File: config.mk
export PLATFORM = sky130hd
export DESIGN_NAME = i2s_tx_flat
export DESIGN_NICKNAME = d
export VERILOG_FILES = /design/src/rtl/i2s_tx_if.sv /design/src/rtl/i2s_tx.sv /design/src/flat_wrapper.sv
export SDC_FILE = /design/constraint.sdc
export NUM_CORES = 1
export LEC_CHECK = 0
export CORE_ASPECT_RATIO = 0.75
export CORE_MARGIN = 3
export CORE_UTILIZATION = 51
export DETAILED_ROUTE_END_ITERATION = 10
export GPL_TIMING_DRIVEN = 0
export PLACE_DENSITY = 0.85
export SYNTH_ARGS = -nofsm -noshare
export SYNTH_HDL_FRONTEND = slang
export SYNTH_SLANG_ARGS = --single-unit
File: constraint.sdc
create_clock -name mclk -period 2.8 [get_ports mclk]
set_clock_uncertainty 0.2 [all_clocks]
set_input_delay 0.42 -clock mclk [delete_from_list [all_inputs] [get_ports mclk]]
set_output_delay 0.42 -clock mclk [all_outputs]
set_load 0.02 [all_outputs]
File: src/rtl/i2s_tx_if.sv
// Player-side bus of the I2S transmitter: sample hand-off plus the frame
// position and serial line that the transmitter drives back.
interface i2s_tx_if #(
   parameter int SAMPLE_BITS   = 16,
   parameter int UNDERRUN_BITS = 16
);
   logic [SAMPLE_BITS-1:0]   sample_l;
   logic [SAMPLE_BITS-1:0]   sample_r;
   logic                     sample_valid;
   logic                     mute;
   logic [7:0]               m_sample_index;
   logic                     frame_start;
   logic                     bclk;
   logic                     lrclk;
   logic                     sdata;
   logic [UNDERRUN_BITS-1:0] underrun_count;

   modport master (
      output sample_l, sample_r, sample_valid, mute,
      input  m_sample_index, frame_start, bclk, lrclk, sdata, underrun_count
   );

   modport slave (
      input  sample_l, sample_r, sample_valid, mute,
      output m_sample_index, frame_start, bclk, lrclk, sdata, underrun_count
   );
endinterface

File: src/rtl/i2s_tx.sv
// Philips I2S transmitter: a free-running 8-bit frame counter paces capture
// and serialisation; BCLK = mclk/4, LRCLK = mclk/256, 32-bit slots.
module i2s_tx #(
   parameter int SAMPLE_BITS   = 16,
   parameter int UNDERRUN_BITS = 16
) (
   input logic   mclk,
   input logic   rst,
   i2s_tx_if.slave bus
);
   logic [7:0]               idx;
   logic [7:0]               nxt;
   logic [4:0]               slot;
   logic                     chan;
   logic [SAMPLE_BITS-1:0]   hold_l;
   logic [SAMPLE_BITS-1:0]   hold_r;
   logic [SAMPLE_BITS-1:0]   word;
   logic [UNDERRUN_BITS-1:0] ucnt;
   logic                     sd;
   logic                     nbit;

   // Decode the slot about to be presented, so sdata changes with bclk falling.
   assign nxt  = idx + 8'd1;
   assign slot = nxt[6:2];
   assign chan = nxt[7];
   assign word = chan ? hold_r : hold_l;

   always_comb begin
      nbit = 1'b0;
      for (int k = 0; k < SAMPLE_BITS; k++)
         if (int'(slot) == SAMPLE_BITS - k) nbit = word[k];
   end

   always_ff @(posedge mclk) begin
      if (rst) begin
         idx    <= 8'd0;
         sd     <= 1'b0;
         hold_l <= '0;
         hold_r <= '0;
         ucnt   <= '0;
      end else begin
         idx <= nxt;
         if (idx == 8'hFF) begin
            if (bus.mute) begin
               hold_l <= '0;
               hold_r <= '0;
            end else if (bus.sample_valid) begin
               hold_l <= bus.sample_l;
               hold_r <= bus.sample_r;
            end else begin
               hold_l <= '0;
               hold_r <= '0;
               if (ucnt != '1) ucnt <= ucnt + 1'b1;
            end
         end
         // Slot 0 of a new frame decodes to 0, so swapping words at 255 never tears.
         if (idx[1:0] == 2'b11) sd <= nbit;
      end
   end

   assign bus.m_sample_index = idx;
   assign bus.frame_start    = (idx == 8'd0);
   assign bus.bclk           = idx[1];
   assign bus.lrclk          = idx[7];
   assign bus.sdata          = sd;
   assign bus.underrun_count = ucnt;
endmodule

File: src/flat_wrapper.sv
// flat-port wrapper written by rule: the top's interface ports become plain ports
module i2s_tx_flat 
#(
   parameter int SAMPLE_BITS   = 16,
   parameter int UNDERRUN_BITS = 16
)
  (mclk, rst, bus_sample_l, bus_sample_r, bus_sample_valid, bus_mute, bus_m_sample_index, bus_frame_start, bus_bclk, bus_lrclk, bus_sdata, bus_underrun_count);
  i2s_tx_if #(.SAMPLE_BITS(SAMPLE_BITS), .UNDERRUN_BITS(UNDERRUN_BITS)) bus_i ();
  input logic mclk;
  input logic rst;
  input wire logic [$bits(bus_i.sample_l)-1:0] bus_sample_l;
  input wire logic [$bits(bus_i.sample_r)-1:0] bus_sample_r;
  input wire logic [$bits(bus_i.sample_valid)-1:0] bus_sample_valid;
  input wire logic [$bits(bus_i.mute)-1:0] bus_mute;
  output wire logic [$bits(bus_i.m_sample_index)-1:0] bus_m_sample_index;
  output wire logic [$bits(bus_i.frame_start)-1:0] bus_frame_start;
  output wire logic [$bits(bus_i.bclk)-1:0] bus_bclk;
  output wire logic [$bits(bus_i.lrclk)-1:0] bus_lrclk;
  output wire logic [$bits(bus_i.sdata)-1:0] bus_sdata;
  output wire logic [$bits(bus_i.underrun_count)-1:0] bus_underrun_count;
  assign bus_i.sample_l = bus_sample_l;
  assign bus_i.sample_r = bus_sample_r;
  assign bus_i.sample_valid = bus_sample_valid;
  assign bus_i.mute = bus_mute;
  assign bus_m_sample_index = bus_i.m_sample_index;
  assign bus_frame_start = bus_i.frame_start;
  assign bus_bclk = bus_i.bclk;
  assign bus_lrclk = bus_i.lrclk;
  assign bus_sdata = bus_i.sdata;
  assign bus_underrun_count = bus_i.underrun_count;
  i2s_tx #(.SAMPLE_BITS(SAMPLE_BITS), .UNDERRUN_BITS(UNDERRUN_BITS)) u_core (.mclk(mclk), .rst(rst), .bus(bus_i));
endmodule
Word level (Yosys, flattened, before mapping):

Cells that the tools add are included.

* bits in registers: 57
* input bits: 36
* output and inout port bits: 28
* word-level logic and storage cells: 51

* $add $sub $neg: 2
* equal/unequal tests: 19
* multiplexer cells: 21
* bitwise logic cells: 2
* reduce and logical (&&, ||, !) cells: 2

Operators with widths (count)
* 16-bit 2-to-1 mux: 5
* 5-bit equality test (second input constant): 9
* 5-bit by 4-bit equality test with 1-bit output (second input constant): 4
* 16-bit by 1-bit adder with 16-bit output (second input constant): 1
* 1-bit 2-to-1 mux: 16
* 16-bit inequality test (second input constant): 1
* 5-bit by 3-bit equality test with 1-bit output (second input constant): 2
* 8-bit by 1-bit adder with 8-bit output (second input constant): 1
* 8-bit equality test (second input constant): 1
* 8-bit zero test: 1
* 5-bit by 2-bit equality test with 1-bit output (second input constant): 1
* 4-bit AND reduction: 1
* 2-bit equality test (second input constant): 1
* 1-bit inverter: 2

Longest topological paths before layout:

* depth in word-level cells: 18
* mapped depth: 9
* depth with buffers taken out: 8

Worst setup path after synthesis:

Ideal clock, no wire load.

* path kind: register to register
* start point: register u_core.idx[0] (netlist: u_core.bus.m_sample_index[0])
* end point: register u_core.ucnt[13] (netlist: u_core.bus.underrun_count[13])
* library setup time: 70 ps
* arrival: 2353 ps
* data required time: 2530 ps
* setup slack: 176 ps
* stages on the path, launching flop included: 9
* buffers on the path: 0
* period minus slack after synthesis: 2624 ps
* cell sequence: dfxtp_1 ha_1 nand3_1 or4_4 a41oi_4 and3_4 nand2_1 or3_1 a21oi_1

* longest elaborated chain between the ends: 2

Ends and longest elaborated chain
* start: declaration: line i2s_tx.sv:11 `logic [7:0] idx;`
* start signal: assignment: line i2s_tx.sv:42 `idx <= nxt;`
* 8-bit equality test: line i2s_tx.sv:43 `if (idx == 8'hFF) begin`
* 4-bit AND reduction (no source line)
* end signal: assignment: line i2s_tx.sv:53 `if (ucnt != '1) ucnt <= ucnt + 1'b1;`
* end: declaration: line i2s_tx.sv:18 `logic [UNDERRUN_BITS-1:0] ucnt;`

No other way between the ends.
A chain may end at the register's enable or synchronous reset.

Worst setup path after layout:

* start point: register u_core.idx[7] (netlist: u_core.bus.m_sample_index[7])
* end point: register u_core.ucnt[13] (netlist: u_core.bus.underrun_count[13])

Same word-level chain as after synthesis.

==> flow_summary.toml <==
[placed_design]
place_congestion = 0.8840
port_buffers = 63
place_ws_ns = -0.1048
post-dp-hpwl_um = 5891

[detailed_routing]
viasPerCell = 5.609
wire_per_inst_um = 14.84
antenna_left = 0
drt-initial-drc-count = 211
drt-pass1-iter-count = 4
route.vias.total = 2984
drc_errors = 0
drt-total-wl_um = 7896

[floorplanning]
die_area_mm2 = 0.006777
core_mm2 = 0.005468
rows = 23
ios = 64
fp.dieW_um = 94.07
start_util_pct = 54.26
die_h_um = 72.05

[grt]
grt_antenna_before_repair = 0
gr-total-overflow = 0
track_usage_pct = 24.05
grt_pass1_wl_um = 12790
grt_use_met2_pct = 36.59
grt_max_degree = 11
met1_usage_pct = 33.03
grt.met3_usage_pct = 5.803
grt-busiest-layer = "met2"
grt_pass1_vias = 2703

[yosys]
ys_ff_latch = 57
ys_seq_area_share_pct = 38.46
postSynth.asyncResetShare_pct = 0
yosysTopAreaCell = "dfxtp_1"
synth_area_leaders = "dfxtp_1 38%, nand3_1 7.9%, a21oi_1 6.7%"
yosysWarningCount = 0
yosysUniqueCellTypes = 56
synth_area_per_cell_um2 = 7.869
synth_edf_count = 0
synth_top_cell_area_share_pct = 38.46
syn_area_mm2 = 0.002967
synth_top_flop_cell = "dfxtp_1"
syn_nets = 416
synthCells = 377
synth.most_common_cell = "dfxtp_1"
synthTopCellsByCount = "57 x dfxtp_1, 53 x nand2_1, 47 x nand3_1"

[worst_setup_path]
critPathCapture = "u_core.bus.underrun_count[13]"
cp_max_fo = 10
reg2reg_from = "u_core.bus.m_sample_index[7]"
cp-end-kind = "flop"
cp-start-kind = "flop"
r2r_slack_ns = 0.17
worstSetupStartpoint = "u_core.bus.m_sample_index[7]"
path_class = "reg -> reg"
worst-r2r-cell-count = 8
worst_ep_required_time_ns = 2.87
crit_arrival_ns = 2.71
r2r-end = "u_core.bus.underrun_count[13]"

[finish]
layout-drive-gt1-share_pct = 9.628
fill_cells = 422
synthToLayoutAreaGrowth_pct = 33.07
nets = 491
utilization_pct = 72.20
antenna_cells = 0

[cts]
htree_levels = 3
clk_pin_slew_ns = 0.07
insertion_delay_ns = 0.34
clock-sinks = 57
root_buffer = "clkbuf_8"
cts_tree = "yes"
cts_buffer_depth = 2
cts_buffers = 9

[power_and_ir_drop]
power_leakage_nw = 1.366
ir_worst_vdd_uv = 255.8
power_density_mw_per_mm2 = 445.7

[timing]
worst_pin_slew_ns = 0.8308
setup_ws_ns = 0.1658
setup_tns_ns = 0
finalCriticalPeriod_ns = 2.634
finalMaxSlewViolations = 0
finalHoldViolCount = 0
slew_headroom_pct = 44.21
max_freq_mhz = 379.6
min_period_over_period_pct = 94.08
setup_viol = 0

[flow_run]
maxCapViolations = 0

[hold_path]
worstHoldPathType = "reg -> reg"
hp-start = "u_core.hold_l[3]"

[outcome]
status = "finished, final reports clean"
==> report_power, final <==
group	switching, mW	total, mW	internal, mW
logic	0.0675	0.147	0.0792
clock network	0.330	0.789	0.459
registers	0.00757	0.823	0.816
==> how the worst min path moves through the flow <==
stage                       end  depth (start not counted)  slack [ns]
3_3_place_gp   u_core.hold_l[1]                          2        0.24
6_report       u_core.hold_l[3]                          2        0.25
5_1_grt        u_core.hold_l[2]                          2        0.27
2_1_floorplan  u_core.hold_l[0]                          2        0.23
3_5_place_dp   u_core.hold_l[3]                          2        0.25
4_1_cts        u_core.hold_l[3]                          2        0.26
==> stage by stage <==
stage	hold WS [ns]	power, mW	cells	area, um^2
floorplan	0.2274	0.9022	377	2967
global placement	0.2374	0.9813	515	3691
detailed placement	0.2484	0.9834	515	3691
CTS	0.2554	1.768	531	3911
global route	0.2734	1.822	532	3948
finish	0.2516	1.759	532	3948
==> area by class of cell <==
type,count,area (um^2),area share (%)
Sequential cell,57,1144,28.97
Clock buffer,12,155.1,3.930
Multi-Input combinational cell,286,1704,43.17
Buffer,30,146.4,3.708
Clock inverter,4,51.30,1.300
Inverter,4,15.01,0.3803
Timing Repair Buffer,64,638.1,16.16
Tap cell,75,93.84,2.377
==> logic make-up after synthesis <==
group | count (synthesis) | synth area share [%]
flip-flops | 57 | 38.46
multiplexers | 6 | 2.446
AND/OR/NAND/NOR | 179 | 29.90
XOR/XNOR | 20 | 5.905
adder cells (fa/ha/maj) | 3 | 1.265
AO/OA/AOI/OAI | 78 | 16.62
buffers and inverters | 34 | 5.398
==> cell usage in the layout (no fill, tap or decap), types with 6 or more instances in the layout <==
cell / synthesis / layout
o21ai_0: 10 / 10
clkdlybuf4s50_1: 0 / 63
nand2b_1: 6 / 6
and3_1: 7 / 7
clkbuf_1: 21 / 21
nand2_1: 53 / 53
clkbuf_8: 0 / 11
nor2_1: 33 / 33
dfxtp_1: 57 / 55
buf_4: 6 / 7
a21oi_1: 40 / 40
xor2_1: 12 / 11
or3_1: 6 / 6
xnor2_1: 8 / 7
nand3_1: 47 / 46
==> layer usage <==
layer  up-vias  wire, um
met4         0       176
met1      1387      3695
met5         -         0
li1       1465         -
met3        21       539
met2       111      3484
==> worst max-delay path, cell delays in order, from the launching register on <==
cell	delay [ns]
dfxtp_1	0.38
buf_2	0.27
nand3_1	0.17
or4_4	0.47
a41oi_4	0.26
and3_4	0.26
nand2_1	0.10
or3_1	0.31
a21oi_1	0.14
==> state kept, by name, indices dropped and copies added, names as in the netlist <==
register and count:
u_core.hold_r 16, u_core.hold_l 16, u_core.bus.m_sample_index 8, u_core.bus.sdata 1
u_core.bus.underrun_count 16
==> timing repair <==
item | CTS | global route
setup endpoints to repair | 1 | 4
hold endpoints to repair | 0 | 0
hold buffers | 0 | 0
buffers inserted | 0 | 1
resized for setup | 3 | 6
(Power assumes the default switching activity.)
